`src/rtl/keypad_pkg.sv`:
```
// Shared types and constants for the 4x4 keypad scan controller.
package keypad_pkg;

  // Controller sequence: scan columns, debounce a press, hold, debounce the release.
  typedef enum logic [1:0] {
    StScan          = 2'd0,
    StDebouncePress = 2'd1,
    StPressed       = 2'd2,
    StReleaseDb     = 2'd3
  } state_e;

  // Hex code per key, indexed {row, col}; element 0 (row 0, col 0) is rightmost.
  localparam logic [15:0][3:0] KEY_MAP = {
    4'hD, 4'hF, 4'h0, 4'hE,   // row 3
    4'hC, 4'h9, 4'h8, 4'h7,   // row 2
    4'hB, 4'h6, 4'h5, 4'h4,   // row 1
    4'hA, 4'h3, 4'h2, 4'h1    // row 0
  };

  // One-hot-low column strobe for column idx.
  function automatic logic [3:0] col_strobe(input logic [1:0] idx);
    return ~(4'b0001 << idx);
  endfunction

endpackage

```
`src/rtl/keypad_scan_ctrl_if.sv`:
```
// Keypad-facing and host-facing signals of the scan controller.
interface keypad_scan_ctrl_if;
  logic [3:0] row_keys;   // synchronized rows, active-low
  logic [3:0] col_keys;   // column strobes, one-hot-low
  logic       key_valid;  // one-cycle pulse on accepted key
  logic [3:0] key_code;   // last accepted hex code
  logic       key_held;   // accepted key not yet released

  // Controller side.
  modport master (
    input  row_keys,
    output col_keys,
    output key_valid,
    output key_code,
    output key_held
  );

  // Keypad / consumer side.
  modport slave (
    output row_keys,
    input  col_keys,
    input  key_valid,
    input  key_code,
    input  key_held
  );
endinterface

```
`src/rtl/keypad_code_lut.sv`:
```
// Combinational translation of the selected row/column into its hex key code.
module keypad_code_lut
  import keypad_pkg::*;
(
  input  logic [1:0] row_sel,
  input  logic [1:0] col_sel,
  output logic [3:0] code
);

  // Table lookup into the shared key map.
  always_comb begin
    code = KEY_MAP[{row_sel, col_sel}];
  end

endmodule

```
`src/rtl/keypad_scan_ctrl.sv`:
```
// 4x4 keypad controller: column scanning, press/release debounce of a single
// key, and a one-cycle new-key pulse carrying the key's hex code.
module keypad_scan_ctrl
  import keypad_pkg::*;
#(
  parameter int unsigned SCAN_DWELL      = 48_000,
  parameter int unsigned DEBOUNCE_CYCLES = 960_000
) (
  input logic          clk,
  input logic          reset,
  keypad_scan_ctrl_if.master bus
);

  localparam int unsigned CNT_MAX = (SCAN_DWELL > DEBOUNCE_CYCLES) ? SCAN_DWELL
                                                                  : DEBOUNCE_CYCLES;
  localparam int unsigned CNT_W   = $clog2(CNT_MAX) + 1;

  localparam logic [CNT_W-1:0] DWELL_LAST = CNT_W'(SCAN_DWELL - 1);
  localparam logic [CNT_W-1:0] DB_LAST    = CNT_W'(DEBOUNCE_CYCLES - 1);
  localparam logic [CNT_W-1:0] CNT_ONE    = CNT_W'(1);

  state_e           state;
  logic [1:0]       idx;
  logic [1:0]       col_sel;
  logic [1:0]       row_sel;
  logic [CNT_W-1:0] dwell_cnt;
  logic [CNT_W-1:0] db_cnt;
  logic [3:0]       col_keys_q;
  logic [3:0]       key_code_q;
  logic             key_valid_q;
  logic             key_held_q;

  logic             any_low;
  logic [1:0]       low_row;
  logic             sel_row_high;
  logic [1:0]       next_col;
  logic [3:0]       lut_code;

  // Find the lowest-index active row and track the selected row's level.
  always_comb begin
    any_low = ~&bus.row_keys;
    low_row = 2'd0;
    for (int i = 3; i >= 0; i--) begin
      if (!bus.row_keys[i]) begin
        low_row = 2'(i);
      end
    end
    sel_row_high = bus.row_keys[row_sel];
    next_col     = col_sel + 2'd1;
  end

  keypad_code_lut u_code_lut (
    .row_sel (row_sel),
    .col_sel (col_sel),
    .code    (lut_code)
  );

  // Single sequencer: every state change clears both counters.
  always_ff @(posedge clk or negedge reset) begin
    if (!reset) begin
      state       <= StScan;
      idx         <= 2'd0;
      col_sel     <= 2'd0;
      row_sel     <= 2'd0;
      dwell_cnt   <= '0;
      db_cnt      <= '0;
      col_keys_q  <= 4'b1110;
      key_valid_q <= 1'b0;
      key_code_q  <= 4'h0;
      key_held_q  <= 1'b0;
    end else begin
      key_valid_q <= 1'b0;
      unique case (state)
        StScan: begin
          if (dwell_cnt == DWELL_LAST) begin
            dwell_cnt <= '0;
            if (any_low) begin
              col_sel <= idx;
              row_sel <= low_row;
              db_cnt  <= '0;
              state   <= StDebouncePress;
            end else begin
              idx        <= idx + 2'd1;
              col_keys_q <= col_strobe(idx + 2'd1);
            end
          end else begin
            dwell_cnt <= dwell_cnt + CNT_ONE;
          end
        end

        StDebouncePress: begin
          if (sel_row_high) begin
            // Bounce: abandon this key and resume scanning past its column.
            idx        <= next_col;
            col_keys_q <= col_strobe(next_col);
            dwell_cnt  <= '0;
            db_cnt     <= '0;
            state      <= StScan;
          end else if (db_cnt == DB_LAST) begin
            db_cnt      <= '0;
            key_valid_q <= 1'b1;
            key_code_q  <= lut_code;
            key_held_q  <= 1'b1;
            state       <= StPressed;
          end else begin
            db_cnt <= db_cnt + CNT_ONE;
          end
        end

        StPressed: begin
          // Column stays on the held key, so other keys cannot be seen.
          if (sel_row_high) begin
            db_cnt    <= '0;
            dwell_cnt <= '0;
            state     <= StReleaseDb;
          end
        end

        StReleaseDb: begin
          if (!sel_row_high) begin
            db_cnt    <= '0;
            dwell_cnt <= '0;
            state     <= StPressed;
          end else if (db_cnt == DB_LAST) begin
            key_held_q <= 1'b0;
            idx        <= next_col;
            col_keys_q <= col_strobe(next_col);
            db_cnt     <= '0;
            dwell_cnt  <= '0;
            state      <= StScan;
          end else begin
            db_cnt <= db_cnt + CNT_ONE;
          end
        end

        default: begin
          state <= StScan;
        end
      endcase
    end
  end

  assign bus.col_keys  = col_keys_q;
  assign bus.key_valid = key_valid_q;
  assign bus.key_code  = key_code_q;
  assign bus.key_held  = key_held_q;

endmodule
```
`src/flat_wrapper.sv`:
```
// flat-port wrapper written by rule: the top's interface ports become plain ports
module keypad_scan_ctrl_flat import keypad_pkg::*;
#(
  parameter int unsigned SCAN_DWELL      = 48_000,
  parameter int unsigned DEBOUNCE_CYCLES = 960_000
)
  (clk, reset, bus_row_keys, bus_col_keys, bus_key_valid, bus_key_code, bus_key_held);
  keypad_scan_ctrl_if bus_i ();
  input logic clk;
  input logic reset;
  input wire logic [$bits(bus_i.row_keys)-1:0] bus_row_keys;
  output wire logic [$bits(bus_i.col_keys)-1:0] bus_col_keys;
  output wire logic [$bits(bus_i.key_valid)-1:0] bus_key_valid;
  output wire logic [$bits(bus_i.key_code)-1:0] bus_key_code;
  output wire logic [$bits(bus_i.key_held)-1:0] bus_key_held;
  assign bus_i.row_keys = bus_row_keys;
  assign bus_col_keys = bus_i.col_keys;
  assign bus_key_valid = bus_i.key_valid;
  assign bus_key_code = bus_i.key_code;
  assign bus_key_held = bus_i.key_held;
  keypad_scan_ctrl #(.SCAN_DWELL(SCAN_DWELL), .DEBOUNCE_CYCLES(DEBOUNCE_CYCLES)) u_core (.clk(clk), .reset(reset), .bus(bus_i));
endmodule
```
`config.mk`:
```
export PLATFORM = sky130hd
export DESIGN_NAME = keypad_scan_ctrl_flat
export DESIGN_NICKNAME = d
export VERILOG_FILES = /design/src/rtl/keypad_pkg.sv /design/src/rtl/keypad_scan_ctrl_if.sv /design/src/rtl/keypad_code_lut.sv /design/src/rtl/keypad_scan_ctrl.sv /design/src/flat_wrapper.sv
export SDC_FILE = /design/constraint.sdc
export NUM_CORES = 1
export LEC_CHECK = 0
export BUFFER_PORTS_ARGS = -buffer_cell sky130_fd_sc_hd__buf_2
export CORE_MARGIN = 1.5
export CORE_UTILIZATION = 35
export CTS_CLUSTER_DIAMETER = 80
export CTS_CLUSTER_SIZE = 20
export DETAILED_ROUTE_END_ITERATION = 7
export SLEW_MARGIN = 20
export SYNTH_ARGS = -nofsm -noshare
export SYNTH_HDL_FRONTEND = slang
export SYNTH_SLANG_ARGS = --single-unit
```
`constraint.sdc`:
```
create_clock -name clk -period 2.4 [get_ports clk]
set_clock_uncertainty 0.05 [all_clocks]
set_input_delay 0 -clock clk [delete_from_list [all_inputs] [get_ports clk]]
set_output_delay 0 -clock clk [all_outputs]
set_load 0.02 [all_outputs]
```
==> After elaboration in Yosys (flattened, before gate mapping) <==
Memories as Yosys holds them, arrays and structs flattened. A register that Yosys moved wholly into a read port is not among the register bits.
Cells that the tools add are included.
{ "word_totals": {"register_bits": 56, "romBits": 64, "input_bits": 6, "out_inout_bits": 10, "wordCells": 96, "mem_count": 1} }
{ "memory_table": {"columns": ["memory", "depth", "word_bits", "read_ports", "rd_clocked_by_memory_dff", "write_ports", "line_no", "source"], "rows": [
  ["(name not given)", 16, 4, 1, 1, 0, "keypad_code_lut.sv:12", "code = KEY_MAP[{row_sel, col_sel}];"]
]} }
{ "classes": {"addsub": 4, "n_lt_le_gt_ge": 1, "n_eq_ne": 17, "shifts": 2, "mux": 45, "bitwise": 4, "reduce_logical": 13} }
{ "op_table": {"columns": ["operator", "count"], "rows": [
  ["$mux W21", 9],
  ["$pmux W21 S4", 1],
  ["$pmux W21 S3", 1],
  ["$add A21 B1 Y21 const B", 2],
  ["$mux W2", 16],
  ["$eq A21 B16 Y1 const B", 1],
  ["$eq A21 B20 Y1 const B", 1],
  ["$mux W4", 5],
  ["$ne A2 B1 Y1 const B", 8],
  ["$pmux W4 S3", 1],
  ["$reduce_and A5 Y1", 2],
  ["$reduce_and A3 Y1", 3],
  ["$mux W1", 8],
  ["$not A4 Y4", 2],
  ["$pmux W2 S4", 1],
  ["$shl A1 B2 Y4 const A", 2],
  ["$pmux W2 S3", 1],
  ["$reduce_and A6 Y1", 1],
  ["$add A2 B1 Y2 const B", 2],
  ["$eq A2 B2 Y1 const B", 2],
  ["$ne A2 B2 Y1 const B", 2],
  ["$reduce_and A4 Y1", 1],
  ["$lt A2 B3 Y1 const B", 1],
  ["$ne A3 B1 Y1 const B", 1],
  ["other kinds (11)", 12]
]} }

==> Longest topological paths before layout <==
Gate-level depths: netlist of the first run.
{ "depth": {"word_depth": 6, "mapped_depth": 11, "depth_no_buf": 7} }

==> Cells and area by module <==
A second synthesis of the first run with hierarchy kept.
{ "hier_totals": {"cells_unflattened": 391, "area_unflattened_um2": 3769.9} }
{ "by_module_without_submodules": {"columns": ["mod", "instances", "cells_per_inst", "area_per_inst_um2", "seq_area_each_um2"], "rows": [
  ["keypad_scan_ctrl", 1, 375, 3614.7, 1505.2],
  ["keypad_code_lut", 1, 16, 155.1, 0.0]
]} }

==> Least setup slack after synthesis of the first run <==
OpenSTA, ideal clock, no wires.
{ "synth_path": {"kind": "flip-flop to flip-flop", "from": "register u_core.dwell_cnt[0]", "to": "register u_core.col_keys_q[0] (netlist: u_core.bus.col_keys[0])", "setup_ps": 128, "arrival_ps": 2467, "required_ps": 2222, "slack_ps": -245, "stages_incl_launch_ff": 9, "n_path_buf": 1, "synth_period_minus_slack_ps": 2645, "path_cell_list": "dfrtp_1 -> ha_1 -> nand3_1 -> or2_1 -> buf_2 -> o41a_1 -> nor4_2 -> a21boi_2 -> mux2_1"} }
{ "synth_via": {"elab_chain_cells": 3} }
{ "synth_lines": {"columns": ["element", "line_no", "source"], "rows": [
  ["start, declared", "keypad_scan_ctrl.sv:26", "logic [CNT_W-1:0] dwell_cnt;"],
  ["start signal, assigned", "keypad_scan_ctrl.sv:87", "dwell_cnt <= dwell_cnt + CNT_ONE;"],
  ["$eq A21 B16 Y1", "keypad_scan_ctrl.sv:75", "if (dwell_cnt == DWELL_LAST) begin"],
  ["$ne A2 B1 Y1 (no source line)", null, null],
  ["$reduce_and A6 Y1 (no source line)", null, null],
  ["end signal, assigned", "keypad_scan_ctrl.sv:84", "col_keys_q <= col_strobe(idx + 2'd1);"],
  ["end signal, assigned", "keypad_scan_ctrl.sv:95", "col_keys_q <= col_strobe(next_col);"],
  ["end signal, assigned", "keypad_scan_ctrl.sv:127", "col_keys_q <= col_strobe(next_col);"],
  ["end, declared", "keypad_scan_ctrl.sv:28", "logic [3:0] col_keys_q;"]
]} }
Every way passes these cells.
A chain may end at the register's enable or synchronous reset.

==> Worst setup path in the final report of the first run <==
{ "layout_path": {"from": "register u_core.db_cnt[14]", "to": "register u_core.dwell_cnt[17]"} }
{ "layout_via": {"elab_chain_cells": 3} }
{ "layout_lines": {"columns": ["element", "line_no", "source"], "rows": [
  ["start, declared", "keypad_scan_ctrl.sv:27", "logic [CNT_W-1:0] db_cnt;"],
  ["start signal, assigned", "keypad_scan_ctrl.sv:106", "db_cnt <= db_cnt + CNT_ONE;"],
  ["start signal, assigned", "keypad_scan_ctrl.sv:132", "db_cnt <= db_cnt + CNT_ONE;"],
  ["$eq A21 B20 Y1", "keypad_scan_ctrl.sv:124", "end else if (db_cnt == DB_LAST) begin"],
  ["$ne A3 B3 Y1 (no source line)", null, null],
  ["$reduce_and A2 Y1 (no source line)", null, null]
]} }
Every way passes these cells.

==> metrics.md, run 1 <==
| Metric | Value |
|---|---|
| Buf/Inv on CP | `1` |
| Post-layout min period | `2.58 ns` |
| Status | `finished, violations left` |
| CTS buffer count | `9` |
| Slew margin rel. | `68.1%` |
| # setup viols final | `38` |
| Clock slew at reported path FFs | `0.07 ns` |
| P&R area growth vs syn | `42.9%` |
| Vias per cell | `5.28` |
| EDFF count, synth | `0` |
| # fillers | `between 800 and 900` |
| Share of cells above drive strength 1 | `40.3%` |
| Post-synthesis sequential area ratio | `41.7%` |
| # diodes | `0` |
| Worst setup margin | `-0.183 ns` |
| Maximum clock rate | `387 MHz` |
| WHS | `0.131 ns` |
| Largest cells by area after synthesis | `dfrtp_1, ha_1, nor2_1, mux2i_1, o21ai_0` |
| Die area | `between 10000 and 15000 um2` |
| Ports | `16` |
| Syn_area_per_cell | `9.48 um2` |
| Root Driver | `clkbuf_8` |
| Slew @ Worst Pin | `0.475 ns` |
| Hold Path Class | `primary input to async pin` |
| Post-Synthesis Cell Area | `3610 um2` |
| CP Data Required Time | `between 2 and 3 ns` |
| Post-synthesis net count | `403` |
| Max-slew violation count | `0` |
| DIE HEIGHT | `around 100 um` |
| Vias in the first global route | `3197` |
| Largest net degree at the start of global routing | `61` |
| Hold Vio Cnt, Final | `0` |
| Final period utilization | `108%` |
| RSZ-0062 raised after global routing | `true` |
| Port Buffers | `15` |
| Antenna-violating nets left | `0` |
| CTS Buffer Depth | `2` |
| Worst skew pair latency | `around 0.34 ns` |
| Post-layout nets | `~490` |
| Crit Path Category | `register to register` |
| WL/cell | `between 15 and 20 um` |
| Commonest cells post-synth | `dfrtp_1, nor2_1, nand2_1, o21ai_0, inv_1` |
| Async set-reset flop share out of synthesis | `100%` |
| Cell family with most CP delay | `simple AND/OR/NAND/NOR gates` |
| Count leader, synth | `dfrtp_1` |
| Synth top area share | `39.5%` |
| DRT iter0 DRCs | `131` |
| Power density over the cells | `897 nW/um2` |
| Routability cong. | `0.781` |
| Area taken by flip-flops and latches | `about 1500 um2` |
| Detailed placement HPWL | `between 5000 and 6000 um` |
| Gr usage total | `18.0%` |
| Synthesized instance count | `381` |
| Yosys reg bits | `60` |
| Synth area leader | `dfrtp_1` |
| DR vias | `3192` |
| Max_cap viols | `0` |
| Failing checks | `setup timing` |
| Initial Utilization | `36.5%` |
| Final wirelength | `~9500 um` |
| DRT Pass-1 Iters | `4` |
| Synth cell types | `57` |
| Sink Count | `60` |
| # rows | `36` |
| CP max FO | `7` |
| Setup crit start kind | `register` |
| Initial antenna violation count | `0` |
| H-tree Lvls | `3` |
| Max IR drop VDD | `0.000406 V` |
| Crit end category | `register` |
| Worst path max stage delay | `0.54 ns` |
| DRC viols | `0` |
| Worst path cell trace | `or4b_4 > or4_4 > buf_6 > o211ai_4 > nand4_4 > or3_1 > a21oi_2` |
| Multi-input gate area | `~2500 um2` |
| Synthesis Warnings | `0` |
| CP max stage cell | `or4b_4` |
| Leak | `roughly 2.1 nW` |
| Grt ovf | `0` |
| First-pass GRT wire length | `15800 um` |
| Chip width | `~100 um` |
| Crit path DAT | `2.81 ns` |
| Core area | `9910 um2` |
| Most used DFF post-synth | `dfrtp_1` |
| CTS tree | `built` |
| Total power | `between 0.004 and 0.005 W` |
[per-layer routing]
metal	part of all wire (%)	track usage [%]	wire length, um	vias up
li1	-	-	-	1552
met1	46	24.9	4400	1584
met2	49	28.1	4630	39
met3	2.9	4.18	271	17
met4	1.9	4.89	176	0
met5	0	0	0	-
[cells by family after synthesis]
| logic type | share of synthesized area, % |
|---|---|
| muxes | 7.65 |
| AOI/OAI and AO/OA | 13.1 |
| adders and majority gates | 5.54 |
| and+or+nand+nor | 24.1 |
| buffers and inverters | 4.36 |
| DFF | 41.7 |
| xor gates and xnor gates | 3.64 |
[where the power goes]
| group | internal [W] | switching [W] | total (W) |
|---|---|---|---|
| registers | 0.00112 | 0.000102 | 0.00123 |
| clock network | 0.000608 | 0.000414 | 0.00102 |
| logic | 0.00104 | 0.00134 | 0.00238 |
[registers in the layout (all words and copies together), names as in the netlist, named ones only]
register / cells
u_core.col_sel: 2
u_core.bus.key_valid: 1
u_core.idx: 2
u_core.db_cnt: 21
u_core.row_sel: 2
u_core.dwell_cnt: 21
u_core.bus.col_keys: 4
u_core.state: 1
u_core.bus.key_held: 1
u_core.bus.key_code: 4
[final timing paths]
kind | endpoint | slack, ns | cells after the start | start
max reg2reg | u_core.dwell_cnt[17]$_DFFE_PN0P_ | -0.18 | 7 | u_core.db_cnt[14]$_DFFE_PN0P_
max | u_core.dwell_cnt[17]$_DFFE_PN0P_ | -0.18 | 7 | u_core.db_cnt[14]$_DFFE_PN0P_
min | u_core.bus.key_code[1]$_DFFE_PN0P_ | 0.13 | 3 | reset
min in group clk | u_core.row_sel[0]$_DFFE_PN0P_ | 0.43 | 4 | bus_row_keys[0]
max in group asynchronous | u_core.bus.col_keys[2]$_DFFE_PN1P_ | 1.86 | 3 | reset
min reg2reg | u_core.bus.col_keys[0]$_DFFE_PN0P_ | 0.46 | 1 | u_core.bus.col_keys[0]$_DFFE_PN0P_
[timing repair]
action                                 in CTS  in global routing
setup endpoints to repair                  48                 52
pin swaps                                  39                 20
endpoints found under the hold margin      62                  0
buffers inserted                            8                  8
resized for setup                          71                 45
hold buffers                                5                  0
cloned                                      7                  0
[cell type report]
cell class              instances  area share [%]
repair buffers                 86            13.8
clock buffers                  11            2.74
flip-flops and latches         60            29.2
clock inverters                 5            1.45
multi-input cells             290            48.1
inverters                      20            1.45
well taps                     133            3.22
[metrics by stage]
step | cells | utilization, % | TNS (ns) | worst slack, ns | cell area [um2]
after global placement | 562 | 42.6 | -3.29 | -0.141 | 4230
after CTS | 598 | 49.4 | -2.79 | -0.157 | 4900
final | 605 | 52.1 | -3.12 | -0.183 | 5160
after detailed placement | 562 | 42.6 | -3.67 | -0.157 | 4230
after global routing | 605 | 52.1 | -7.24 | -0.245 | 5160
after floorplan | 381 | - | -1.83 | -0.117 | 3700
[worst reg2reg max path: stages, from the launching register on]
cell	delay, ns
dfrtp_1	0.39
or4b_4	0.54
or4_4	0.51
buf_6	0.14
o211ai_4	0.25
nand4_4	0.16
or3_1	0.35
a21oi_2	0.13
[placed cells by master, fill, tap and decap left out, types with 13 or more instances in the layout]
master   netlist  final
dfrtp_1       57     57
buf_4          2     47
nor2_1        42     32
nand2_1       29     28
inv_1         20     20
nand3_1       18     16
buf_6          2     16
ha_1          16     15
buf_2          3     15
o21ai_2        0     13
(Power assumes the default switching activity.)
==> inputs of run 2 (changes only) <==
--- a/config.mk
+++ b/config.mk
@@ -11,7 +11,8 @@
 export CTS_CLUSTER_DIAMETER = 80
 export CTS_CLUSTER_SIZE = 20
 export DETAILED_ROUTE_END_ITERATION = 7
-export SLEW_MARGIN = 20
+export PLACE_DENSITY = 0.54
+export SLEW_MARGIN = 10
 export SYNTH_ARGS = -nofsm -noshare
 export SYNTH_HDL_FRONTEND = slang
 export SYNTH_SLANG_ARGS = --single-unit
==> run 2 against run 1 <==
Cell count down 2.1%; sequential cell count stayed put; critical endpoint is now u_core.dwell_cnt[6]$_DFFE_PN0P_; register-to-register slack improved by 0.02 ns; clock-buffer cell count is 3 higher; the flow still finishes with violations (setup timing).
==> metrics.md, run 2 (synthesized netlist as in run 1, its figures left out) <==
| Metric | Value |
|---|---|
| # fillers | `952` |
| Max-slew violation count | `0` |
| Crit Path Category | `register to register` |
| Setup crit start kind | `register` |
| Grt ovf | `0` |
| CP Data Required Time | `2.63 ns` |
| RSZ-0062 raised after global routing | `true` |
| Core area | `9910 um2` |
| Placed Instance Area | `between 4000 and 5000 um2` |
| H-tree Lvls | `3` |
| Commonest non-fill, non-tap cell in the layout | `dfrtp_1` |
| Max_cap viols | `0` |
| CTS Buffer Depth | `2` |
| Crit path DAT | `~2.8 ns` |
| Maximum clock rate | `390 MHz` |
| Hold Vio Cnt, Final | `0` |
| Status | `finished, violations left` |
| Sink Count | `60` |
| DRC viols | `0` |
| Hold Path Class | `primary input to async pin` |
| # setup viols final | `33` |
| CP max stage cell | `or4b_4` |
| R2R Path Start | `u_core.db_cnt[14]$_DFFE_PN0P_` |
| Worst skew pair latency | `0.34 ns` |
| Failing checks | `setup timing` |
| Initial Utilization | `36.5%` |
| Routability cong. | `0.825` |
| Most frequent cells in the layout | `dfrtp_1, buf_4, nor2_1` |
| CTS tree | `built` |
| Area taken by flip-flops and latches | `between 1500 and 2000 um2` |
| Setup_tns | `-2.03 ns` |
| DRT Pass-1 Iters | `4` |
| Total power | `0.00389 W` |
| Gr usage total | `between 10% and 20%` |
| Post-layout nets | `about 480` |
| Post-layout min period | `2.57 ns` |
| Power density over the cells | `827 nW/um2` |
| First-pass GRT wire length | `roughly 14000 um` |
| Reg2Reg Setup Slack | `-0.17 ns` |
| # rows | `36` |
| # diodes | `0` |
| Clock slew at reported path FFs | `roughly 0.070 ns` |
| Post-route cell area | `4710 um2` |
| Cell family with most CP delay | `simple AND/OR/NAND/NOR gates` |
| Port Buffers | `15` |
| P&R area growth vs syn | `30.3%` |
| Largest net degree at the start of global routing | `a little over 60` |
| WL/cell | `14.3 um` |
| Final period utilization | `107%` |
| Die area | `10900 um2` |
| Worst setup margin | `-0.166 ns` |
| CP max FO | `4` |
| Buf/Inv on CP | `2` |
| Detailed placement HPWL | `5820 um` |
| Final wirelength | `around 8500 um` |
| Initial antenna violation count | `0` |
| Slew @ Worst Pin | `0.409 ns` |
| Setup crit start | `u_core.db_cnt[14]$_DFFE_PN0P_` |
| DIE HEIGHT | `around 100 um` |
| Worst path cell trace | `or4b_4 > or4_4 > buf_6 > o211ai_4 > buf_6 > nand2_2 > or4_1 > nand2_1` |
| DRT iter0 DRCs | `87` |
| Crit end category | `register` |
| Vias in the first global route | `3036` |
| Slew margin rel. | `72.5%` |
| DR vias | `between 3k and 4k` |
| Root Driver | `clkbuf_8` |
| Path depth of the worst reg2reg path | `8` |
| Core Util, Final | `between 40 and 50%` |
| Ports | `16` |
| Chip width | `105 um` |
| Leak | `between 2 and 2.5 nW` |
| Biggest regs | `u_core.db_cnt: 21 flops, u_core.dwell_cnt: 21 flops` |
| Multi-input gate area | `2200 um2` |
| CP dominant cell by count | `buf_6` |
| Worst path max stage delay | `0.53 ns` |
| Share of cells above drive strength 1 | `approximately 32%` |
| CTS buffer count | `9` |
| Vias per cell | `5.21` |
| Max IR drop VDD | `around 0.00033 V` |
| Crit path depth | `8` |
| Antenna-violating nets left | `0` |
[run 2: final timing paths]
check,end
worst max register to register,u_core.dwell_cnt[6]$_DFFE_PN0P_
max in group asynchronous,u_core.bus.col_keys[3]$_DFFE_PN1P_
min in group clk,u_core.row_sel[0]$_DFFE_PN0P_
worst max-delay path,u_core.dwell_cnt[6]$_DFFE_PN0P_
worst min-delay path,u_core.bus.key_valid$_DFF_PN0_
worst min register to register,u_core.bus.key_code[3]$_DFFE_PN0P_
[run 2: per-stage QoR]
stage | std cells | hold WS, ns | setup slack (ns)
2_1_floorplan | 381 | -0.346 | -0.117
3_3_place_gp | 565 | -0.0124 | -0.141
3_5_place_dp | 565 | -0.00853 | -0.144
4_1_cts | 588 | 0.161 | -0.120
5_1_grt | 592 | 0.188 | -0.258
6_report | 592 | 0.150 | -0.166
[run 2: power by group]
part           internal, W  leakage [nW]  switching (W)
clock network     0.000429        0.0905       0.000389
registers          0.00112         0.805      0.0000966
logic             0.000825          1.12        0.00103
[run 2: layer usage]
| layer | vias to the layer above | GRT usage [%] | share of wire [%] |
|---|---|---|---|
| li1 | 1527 | - | - |
| met1 | 1488 | 21.7 | 49 |
| met2 | 61 | 25.5 | 47 |
| met3 | 9 | 3.68 | 3.2 |
| met4 | 0 | 5.77 | 0.99 |
| met5 | - | 0 | 0 |
[run 2: final cells by class]
class	instances	area share [%]
tap	133	3.53
inverter	20	1.59
clock inverter	2	0.213
multi-input combinational	288	46.7
sequential	60	32.0
timing repair buffer	75	12.5
clock buffer	14	3.45
[run 2: what timing repair did]
action                                  4_1_cts  5_1_grt
pin swaps                                     6        6
cloned                                        0        2
gates resized for setup                      10       38
buffers inserted                              3        2
hold buffers                                  5        0
endpoints found under the setup margin       38       50
hold endpoints to repair                     62        0
[run 2: worst register-to-register path: stages, from the launching register on]
cell      delay, ns
dfrtp_1        0.37
or4b_4         0.53
or4_4          0.50
buf_6          0.14
o211ai_4       0.24
buf_6          0.13
nand2_2        0.07
or4_1          0.41
nand2_1        0.07
